--- src/rtl/pipe_ctrl_pkg.sv ---
// Shared encodings and defaults for the pipeline sequencer.
// Imported by pipeline_ctrl and its testbench.
package pipe_ctrl_pkg;

   typedef enum logic [2:0] {
      ST_FILL   = 3'd0,
      ST_RUN    = 3'd1,
      ST_BR_EX  = 3'd2,
      ST_BR_MEM = 3'd3,
      ST_DRAIN  = 3'd4,
      ST_HALTED = 3'd5
   } ctrl_state_e;

   localparam logic [7:0] NOP_OP = 8'h00;

   localparam int FILL_CYCLES_DEF  = 4;
   localparam int DRAIN_CYCLES_DEF = 3;
   localparam int CNT_W_DEF        = 16;

endpackage

--- src/rtl/sat_counter.sv ---
// Saturating event counter with async active-low reset.
// Holds at all-ones instead of wrapping.
module sat_counter #(
   parameter int W = 16
) (
   input  logic         clk,
   input  logic         rst_n,
   input  logic         inc,
   input  logic         clear,
   output logic [W-1:0] count
);

   always_ff @(posedge clk or negedge rst_n) begin
      if (!rst_n) begin
         count <= '0;
      end else if (clear) begin
         count <= '0;
      end else if (inc && (count != {W{1'b1}})) begin
         count <= count + 1'b1;
      end
   end

endmodule

--- src/rtl/pipeline_ctrl.sv ---
// Pipeline sequencer: fill, load-use stall, branch wait, drain/halt.
// Produces PC and pipeline-register enables only; no data path.
module pipeline_ctrl
   import pipe_ctrl_pkg::*;
#(
   parameter int FILL_CYCLES  = FILL_CYCLES_DEF,
   parameter int DRAIN_CYCLES = DRAIN_CYCLES_DEF,
   parameter int CNT_W        = CNT_W_DEF
) (
   input  logic             clk,
   input  logic             reset,
   input  logic             id_valid,
   input  logic             id_reads_a,
   input  logic             id_reads_b,
   input  logic             id_is_ctrl,
   input  logic             ex_valid,
   input  logic             ex_writes_a,
   input  logic             ex_writes_b,
   input  logic             ex_is_load,
   input  logic             mem_redirect,
   input  logic             halt_req,
   output logic             pc_en,
   output logic             if_id_en,
   output logic             if_id_bubble,
   output logic             id_ex_bubble,
   output logic [2:0]       state,
   output logic             halted,
   output logic             proto_err,
   output logic [CNT_W-1:0] stall_cnt,
   output logic [CNT_W-1:0] ctrl_cnt
);

   localparam logic [7:0] FILL_LAST  = 8'(FILL_CYCLES - 1);
   localparam logic [7:0] DRAIN_LAST = 8'(DRAIN_CYCLES - 1);

   ctrl_state_e state_q;
   ctrl_state_e state_d;
   logic [7:0]  seq_q;
   logic [7:0]  seq_d;
   logic        load_use;
   logic        ctrl_inc;
   logic        stall_inc;
   logic        cnt_clear;

   assign load_use = id_valid & ex_valid & ex_is_load &
                     ((id_reads_a & ex_writes_a) |
                      (id_reads_b & ex_writes_b));

   always_ff @(posedge clk or negedge reset) begin
      if (!reset) begin
         state_q   <= ST_FILL;
         seq_q     <= '0;
         halted    <= 1'b0;
         proto_err <= 1'b0;
      end else begin
         state_q   <= state_d;
         seq_q     <= seq_d;
         halted    <= (state_d == ST_HALTED);
         proto_err <= proto_err |
                      (mem_redirect & (state_q != ST_BR_MEM));
      end
   end

   always_comb begin
      state_d      = state_q;
      seq_d        = seq_q;
      pc_en        = 1'b0;
      if_id_en     = 1'b0;
      if_id_bubble = 1'b1;
      id_ex_bubble = 1'b1;
      ctrl_inc     = 1'b0;
      case (state_q)
         ST_FILL: begin
            if (seq_q == FILL_LAST) begin
               state_d = ST_RUN;
               seq_d   = '0;
            end else begin
               seq_d = seq_q + 8'd1;
            end
         end
         ST_RUN: begin
            if (load_use) begin
               if_id_bubble = 1'b0;
            end else if (id_valid && id_is_ctrl) begin
               if_id_en     = 1'b1;
               id_ex_bubble = 1'b0;
               ctrl_inc     = 1'b1;
               state_d      = ST_BR_EX;
            end else if (halt_req) begin
               // ID instruction still issues; fetch stops here
               if_id_en     = 1'b1;
               id_ex_bubble = 1'b0;
               state_d      = ST_DRAIN;
               seq_d        = '0;
            end else begin
               pc_en        = 1'b1;
               if_id_en     = 1'b1;
               if_id_bubble = 1'b0;
               id_ex_bubble = 1'b0;
            end
         end
         ST_BR_EX: begin
            if_id_en     = 1'b1;
            id_ex_bubble = 1'b0;
            state_d      = ST_BR_MEM;
         end
         ST_BR_MEM: begin
            pc_en        = 1'b1;
            if_id_en     = 1'b1;
            if_id_bubble = 1'b0;
            id_ex_bubble = 1'b0;
            state_d      = ST_RUN;
         end
         ST_DRAIN: begin
            if_id_en = 1'b1;
            if (seq_q == DRAIN_LAST) begin
               state_d = ST_HALTED;
               seq_d   = '0;
            end else begin
               seq_d = seq_q + 8'd1;
            end
         end
         ST_HALTED: begin
            if (!halt_req) begin
               state_d = ST_RUN;
            end
         end
         default: begin
            state_d = ST_FILL;
            seq_d   = '0;
         end
      endcase
   end

   assign state     = state_q;
   assign cnt_clear = (state_q == ST_FILL);
   assign stall_inc = ~pc_en & ((state_q == ST_RUN) |
                                (state_q == ST_BR_EX) |
                                (state_q == ST_BR_MEM));

   sat_counter #(.W(CNT_W)) u_stall_cnt (
      .clk   (clk),
      .rst_n (reset),
      .inc   (stall_inc),
      .clear (cnt_clear),
      .count (stall_cnt)
   );

   sat_counter #(.W(CNT_W)) u_ctrl_cnt (
      .clk   (clk),
      .rst_n (reset),
      .inc   (ctrl_inc),
      .clear (cnt_clear),
      .count (ctrl_cnt)
   );

endmodule

--- config.mk ---
export PLATFORM = sky130hd
export DESIGN_NAME = pipeline_ctrl
export DESIGN_NICKNAME = d
export VERILOG_FILES = /design/src/rtl/pipe_ctrl_pkg.sv /design/src/rtl/sat_counter.sv /design/src/rtl/pipeline_ctrl.sv
export SDC_FILE = /design/constraint.sdc
export NUM_CORES = 1
export LEC_CHECK = 0
export CAP_MARGIN = 25
export CORE_MARGIN = 3
export CORE_UTILIZATION = 38
export CTS_BUF_LIST = sky130_fd_sc_hd__clkbuf_16
export DETAILED_ROUTE_END_ITERATION = 16
export HOLD_SLACK_MARGIN = 0.03
export PLACE_DENSITY_LB_ADDON = 0.05
export SLEW_MARGIN = 20
export SYNTH_ARGS = -nofsm -noshare
export SYNTH_HDL_FRONTEND = slang
export SYNTH_SLANG_ARGS = --single-unit
--- constraint.sdc ---
create_clock -name clk -period 2.54 [get_ports clk]
set_input_delay 0.508 -clock clk [delete_from_list [all_inputs] [get_ports clk]]
set_output_delay 0.508 -clock clk [all_outputs]
set_load 0.005 [all_outputs]
# After elaboration in Yosys (flattened, before gate mapping)
# Cells that the tools add are included.
[op_classes] mux=32 n_reduce_logical=10 n_eq_ne=14 bitwise_logic=13 n_addsub=3
[ops] operator="$mux W16" n=4
[ops] operator="$mux W8" n=5
[ops] operator="$add A16 B1 Y16 const B" n=2
[ops] operator="$ne A16 B16 Y1 const B" n=2
[ops] operator="$pmux W8 S4" n=1
[ops] operator="$mux W3" n=6
[ops] operator="$pmux W3 S6" n=1
[ops] operator="$eq A8 B2 Y1 const B" n=2
[ops] operator="$mux W1" n=11
[ops] operator="$eq A3 B3 Y1 const B" n=3
[ops] operator="$add A8 B1 Y8 const B" n=1
[ops] operator="$pmux W1 S2" n=4
[ops] operator="$and A1 B1 Y1" n=7
[ops] operator="$eq A3 B2 Y1 const B" n=2
[ops] operator="$ne A2 B2 Y1 const B" n=3
[ops] operator="$reduce_or A3 Y1" n=2
[ops] operator="$or A1 B1 Y1" n=4
[ops] operator="$reduce_and A4 Y1" n=1
[ops] operator="$reduce_bool A2 Y1" n=2
[ops] operator="$eq A3 B1 Y1 const B" n=1
[ops] operator="$logic_and A1 B1 Y1" n=3
[ops] operator="$logic_not A3 Y1" n=1
[ops] operator="$ne A3 B2 Y1 const B" n=1
[ops] operator="$not A1 Y1" n=2
[ops] operator="$reduce_or A2 Y1" n=1
[totals] elab_cells=78 regBits=45 inputBits=12

# Logic depth before layout (Yosys ltp)
[depth] ltp_word=10 ltp_mapped=8 depth_no_buf=7

# Cells and area by module
# Synthesis repeated with hierarchy kept, for this count alone.
[hier_totals] cells_unflattened=284 hier_area_um2=2750.1
[modules_own_cells] mod="sat_counter" seq_area_each_um2=400.4 area_per_inst_um2=942.2 cells_each=98 instances=2
[modules_own_cells] mod="pipeline_ctrl" seq_area_each_um2=325.3 area_per_inst_um2=865.8 cells_each=88 instances=1

# Worst setup path before layout
# No wires, ideal clock.
[synth_path] path_type="flip-flop to flip-flop" startpoint="register u_stall_cnt.count[0]" endpoint="register u_stall_cnt.count[14]" path_stages_with_launch=7 path_slack_ns=0.668 arrival_time_ns=1.752 required_time_ns=2.420 period_less_slack_ns=1.872 path_cell_list="dfrtp_1 > ha_1 > nand3_2 > nor4_2 > o21ai_2 > or4b_1 > o211a_1"
[synth_via] elab_chain_len=3 word_cells_on_any_way=6
[synth_lines] element="start, declared" line="sat_counter.sv:10" source="output logic [W-1:0] count"
[synth_lines] element="start signal, assigned" line="sat_counter.sv:19" source="count <= count + 1'b1;"
[synth_lines] element="$add A16 B1 Y16 / $ne A16 B16 Y1 (equally long branches)" line="sat_counter.sv:19, sat_counter.sv:18"
[synth_lines] element="$mux W16 / $logic_and A1 B1 Y1 (equally long branches)" line="sat_counter.sv:18" source="end else if (inc && (count != {W{1'b1}})) begin"
[synth_lines] element="$mux W16 / $reduce_bool A2 Y1 (equally long branches)"
# Parallel ways exist; a longest one is shown, timed or not. The select of a mux whose other input is x is not followed.
# A chain may end at the register's enable or synchronous reset.

# Worst setup path in the final report
[layout_path] startpoint="input id_valid" endpoint="output if_id_en"
[layout_via] elab_chain_len=5
[layout_lines] element="start, declared" line="pipeline_ctrl.sv:12" source="input logic id_valid,"
[layout_lines] element="$and A1 B1 Y1 (3 in a row)" line="pipeline_ctrl.sv:45" source="assign load_use = id_valid & ex_valid & ex_is_load &"
[layout_lines] element="$mux W1" line="pipeline_ctrl.sv:82" source="if (load_use) begin"
[layout_lines] element="$pmux W1 S2" line="pipeline_ctrl.sv:72" source="case (state_q)"
[layout_lines] element="end, declared" line="pipeline_ctrl.sv:23" source="output logic if_id_en,"
# Every way passes these cells.

==> results by group <==
Run status
  • Run status: completed

Global routing
  • Overall Global Routing Usage: 0.163
  • Via count of the first global-routing pass: 2132
  • Global-route wire length before repair: 10.2 mm
  • GRT overflow: 0
  • Maximum number of pins on one net before global-route repair: 46
  • Number of antenna violations at the first check in global routing: 0

Die
  • Vertical die dimension: 88.8 um
  • Number of placed I/O pins: 53
  • Row Count: 29
  • Initial Utilization: 0.401
  • Die width: 88.8 um
  • Standard cell core area: 6490 um2
  • Total die area: 7890 um2

Power
  • Power per Cell Area: 718 nW/um2
  • Leakage component of the power: 0.00145 uW
  • Peak ir drop on the vdd network: 0.000366 V
  • Overall power: 2470 uW

Yosys
  • Flip-flop cell with the highest count after synthesis: sky130_fd_sc_hd__dfrtp_1
  • Commonest cells in the netlist: sky130_fd_sc_hd__dfrtp_1 (45), sky130_fd_sc_hd__nand2_1 (37), sky130_fd_sc_hd__nor2_1 (24), sky130_fd_sc_hd__nand3_1 (18), sky130_fd_sc_hd__o21ai_1 (12)
  • Post-synthesis cell type with the largest combined area: sky130_fd_sc_hd__dfrtp_1
  • Flops & latches, synth: 45
  • Synth top area share: 0.432
  • Proportion of synthesized chip area in sequential cells: 0.432
  • Gate count after technology mapping: 280
  • Number of warnings issued by yosys: 0
  • Synthesized cell area: 2610 um2
  • Count of unique library cells instantiated by Yosys: 58
  • Number of synthesized flops with an enable pin: 0
  • Most numerous cell in the Yosys netlist: sky130_fd_sc_hd__dfrtp_1
  • Cell types with the largest area share after synthesis: sky130_fd_sc_hd__dfrtp_1 (43%), sky130_fd_sc_hd__nand2_1 (5.3%), sky130_fd_sc_hd__mux2i_1 (3.5%)
  • Average size of a mapped cell: 9.31 um2
  • Share of async-settable or async-resettable flops after synthesis: 1.00
  • Syn Nets: 296

Worst setup path
  • Endpoint of the lowest-slack register-to-register path: seq_q[4]
  • Setup crit start kind: input pin
  • Critical path destination: if_id_en
  • Critical path class: input pin to output pin
  • Cell with the largest stage delay on the worst path: sky130_fd_sc_hd__clkdlybuf4s50_1
  • CP max FO: 2
  • Reg2reg setup slack: 500 ps
  • First element of the critical path: id_valid
  • Largest stage delay on the critical path: 480 ps
  • CP most frequent cell: sky130_fd_sc_hd__nand2_1
  • Arrival time of the worst setup path: 1860 ps
  • Top cell family by delay on the critical path: buffers and inverters
  • Count of buffer and inverter cells on the critical path: 2
  • Kind of end point of the critical path: output pin
  • Worst r2r path cells: 6
  • Cell count along the critical path: 7
  • CP Cell Sequence: clkdlybuf4s50_1 > nand3_1 > or2_1 > a21o_1 > nand2_1 > nand2_1 > dlygate4sd2_1
  • Startpoint of the lowest-slack register-to-register path: seq_q[6]
  • Crit path required time: 2030 ps

Clocking
  • Deepest clock path buffer count: 2
  • Clock buffer count from CTS: 5
  • Setup repair bufs after CTS: 0
  • Master cell of the clock root buffer: sky130_fd_sc_hd__clkbuf_16
  • Htree depth: 2
  • Clock Latency Late Sink: 290 ps
  • Clock Sinks: 45
  • Reg clk slew, reported paths: 70 ps
  • TritonCTS clock tree: built

Detailed routing
  • Final routed wirelength across all metal layers: 6.09 mm
  • Vias post-DR: 2349
  • DRC marker count from the first detailed-route iteration: 85
  • Residual DRC: 0
  • Count of nets left with antenna violations after detail routing: 0
  • Number of vias per cell after detailed routing: 5.53
  • Number of iterations in the first detailed-routing pass: 4
  • Final routed wire length divided by cell count: 14.3 um

Finish
  • Number of antenna repair diodes: 0
  • Proportion of layout cells with a drive suffix above 1: 0.109
  • Final standard cell area without fillers: 3440 um2
  • Area growth, synth to finish: 31.9%
  • Final design utilization: 0.529
  • Final Net Count: 363

STA
  • Setup violations, final: 0
  • Fin crit share: 0.931
  • Measured slew at the worst slew-check pin: 614 ps
  • Unrepaired setup endpoints after global routing: no
  • Highest achievable clock rate: 423 MHz
  • Worst hold slack after final layout: 303 ps
  • Hold Violations, Final: 0
  • Shortest period the worst path allows: 2360 ps
  • Worst slew margin relative to its limit: 0.587
  • Final Max Slew Viols: 0
  • Max Clock Skew: 8.02 ps

Placed design
  • Placed wire-length estimate after detailed placement: 4.28 mm
  • Number of buffers inserted by port buffering: 52
  • Gpl congestion: 0.798
  • Instance area at placement: 3300 um2

Job
  • Maximum capacitance violations: 0

Hold path
  • Class of the most critical hold timing path: input pin to async pin
[flip-flops by register name, indices dropped and copies added, names as in the netlist]
register	count
halted	1
proto_err	1
seq_q	8
state	3
u_ctrl_cnt.count	16
u_stall_cnt.count	16
[report_power, final]
| group | switching [uW] | internal (uW) | total, uW | leakage, uW |
|---|---|---|---|---|
| clock | 286 | 366 | 653 | 0.0000702 |
| combinational | 516 | 395 | 911 | 0.000763 |
| sequential | 118 | 787 | 904 | 0.000614 |
[cell families (layout without fill, tap and decap cells)]
group                    after synthesis  count (layout)  synth area share
AO/OA/AOI/OAI                         73              73             0.216
XOR/XNOR                               9               9            0.0302
adder cells (fa/ha/maj)                4               4            0.0192
buffers and inverters                 18              86            0.0307
flip-flops                            45              45             0.432
multiplexers                           9               9            0.0346
AND/OR/NAND/NOR                      122             122             0.237
[stage by stage]
| step | TNS (ps) | setup WS [ps] | std cells |
|---|---|---|---|
| 2_1_floorplan | 0 | 668 | 280 |
| 3_3_place_gp | -31.3 | -23.6 | 417 |
| 3_5_place_dp | -65.4 | -35.0 | 417 |
| 4_1_cts | 0 | 153 | 425 |
| 5_1_grt | 0 | 92.8 | 425 |
| 6_report | 0 | 176 | 425 |
[worst register-to-register path, cell delays in order, from the launching register on]
cell                      delay [ps]
sky130_fd_sc_hd__dfrtp_1         440
sky130_fd_sc_hd__or4_4           560
sky130_fd_sc_hd__o41ai_4         450
sky130_fd_sc_hd__buf_4           230
sky130_fd_sc_hd__nor2_1           50
sky130_fd_sc_hd__o21ai_1         110
sky130_fd_sc_hd__o31ai_1          80
[layout by cell type, fill, tap and decap left out, types with 4 or more instances in the layout]
cell type	count
sky130_fd_sc_hd__o211ai_1	4
sky130_fd_sc_hd__mux2i_1	9
sky130_fd_sc_hd__nor3_1	6
sky130_fd_sc_hd__nor2_1	24
sky130_fd_sc_hd__ha_1	4
sky130_fd_sc_hd__a2111oi_1	4
sky130_fd_sc_hd__buf_4	16
sky130_fd_sc_hd__a31oi_1	5
sky130_fd_sc_hd__a21o_1	4
sky130_fd_sc_hd__dlygate4sd2_1	4
sky130_fd_sc_hd__xnor2_1	9
sky130_fd_sc_hd__and3_1	11
sky130_fd_sc_hd__nand4_1	6
sky130_fd_sc_hd__o31ai_1	9
sky130_fd_sc_hd__dfrtp_1	45
sky130_fd_sc_hd__a21oi_1	8
sky130_fd_sc_hd__inv_1	10
sky130_fd_sc_hd__o21ai_1	12
sky130_fd_sc_hd__clkdlybuf4s50_1	47
sky130_fd_sc_hd__nand3_1	18
sky130_fd_sc_hd__nand2_1	37
sky130_fd_sc_hd__clkbuf_16	5
[metal layers]
metal,part of all wire,track usage,vias up
met4,0.0062,0.0453,0
met1,0.52,0.233,1121
met2,0.44,0.249,51
met5,0,0,-
li1,-,-,1173
met3,0.039,0.0335,4
[layout make-up]
cell class,count,area (um2)
Clock inverter,3,21.3
Sequential cell,45,1130
Multi-Input combinational cell,217,1400
Fill cell,615,3060
Inverter,10,37.5
Tap cell,77,96.3
Timing Repair Buffer,68,631
Clock buffer,5,125
[what timing repair did]
item / 4_1_cts / 5_1_grt
hold buffers: 0 / 0
hold endpoints to repair: 0 / 0
gates resized for setup: 4 / 0
setup endpoints to repair: 4 / 0
[how the worst min path moves through the flow]
stage	startpoint	to	slack, ps
after global routing	reset	u_ctrl_cnt.count[6]	360
after CTS	reset	u_ctrl_cnt.count[0]	330
after detailed placement	proto_err	proto_err	440
after floorplan	reset	halted	210
after global placement	proto_err	proto_err	440
final	reset	u_ctrl_cnt.count[0]	300
No activity file was read; power rests on OpenSTA's default activity.
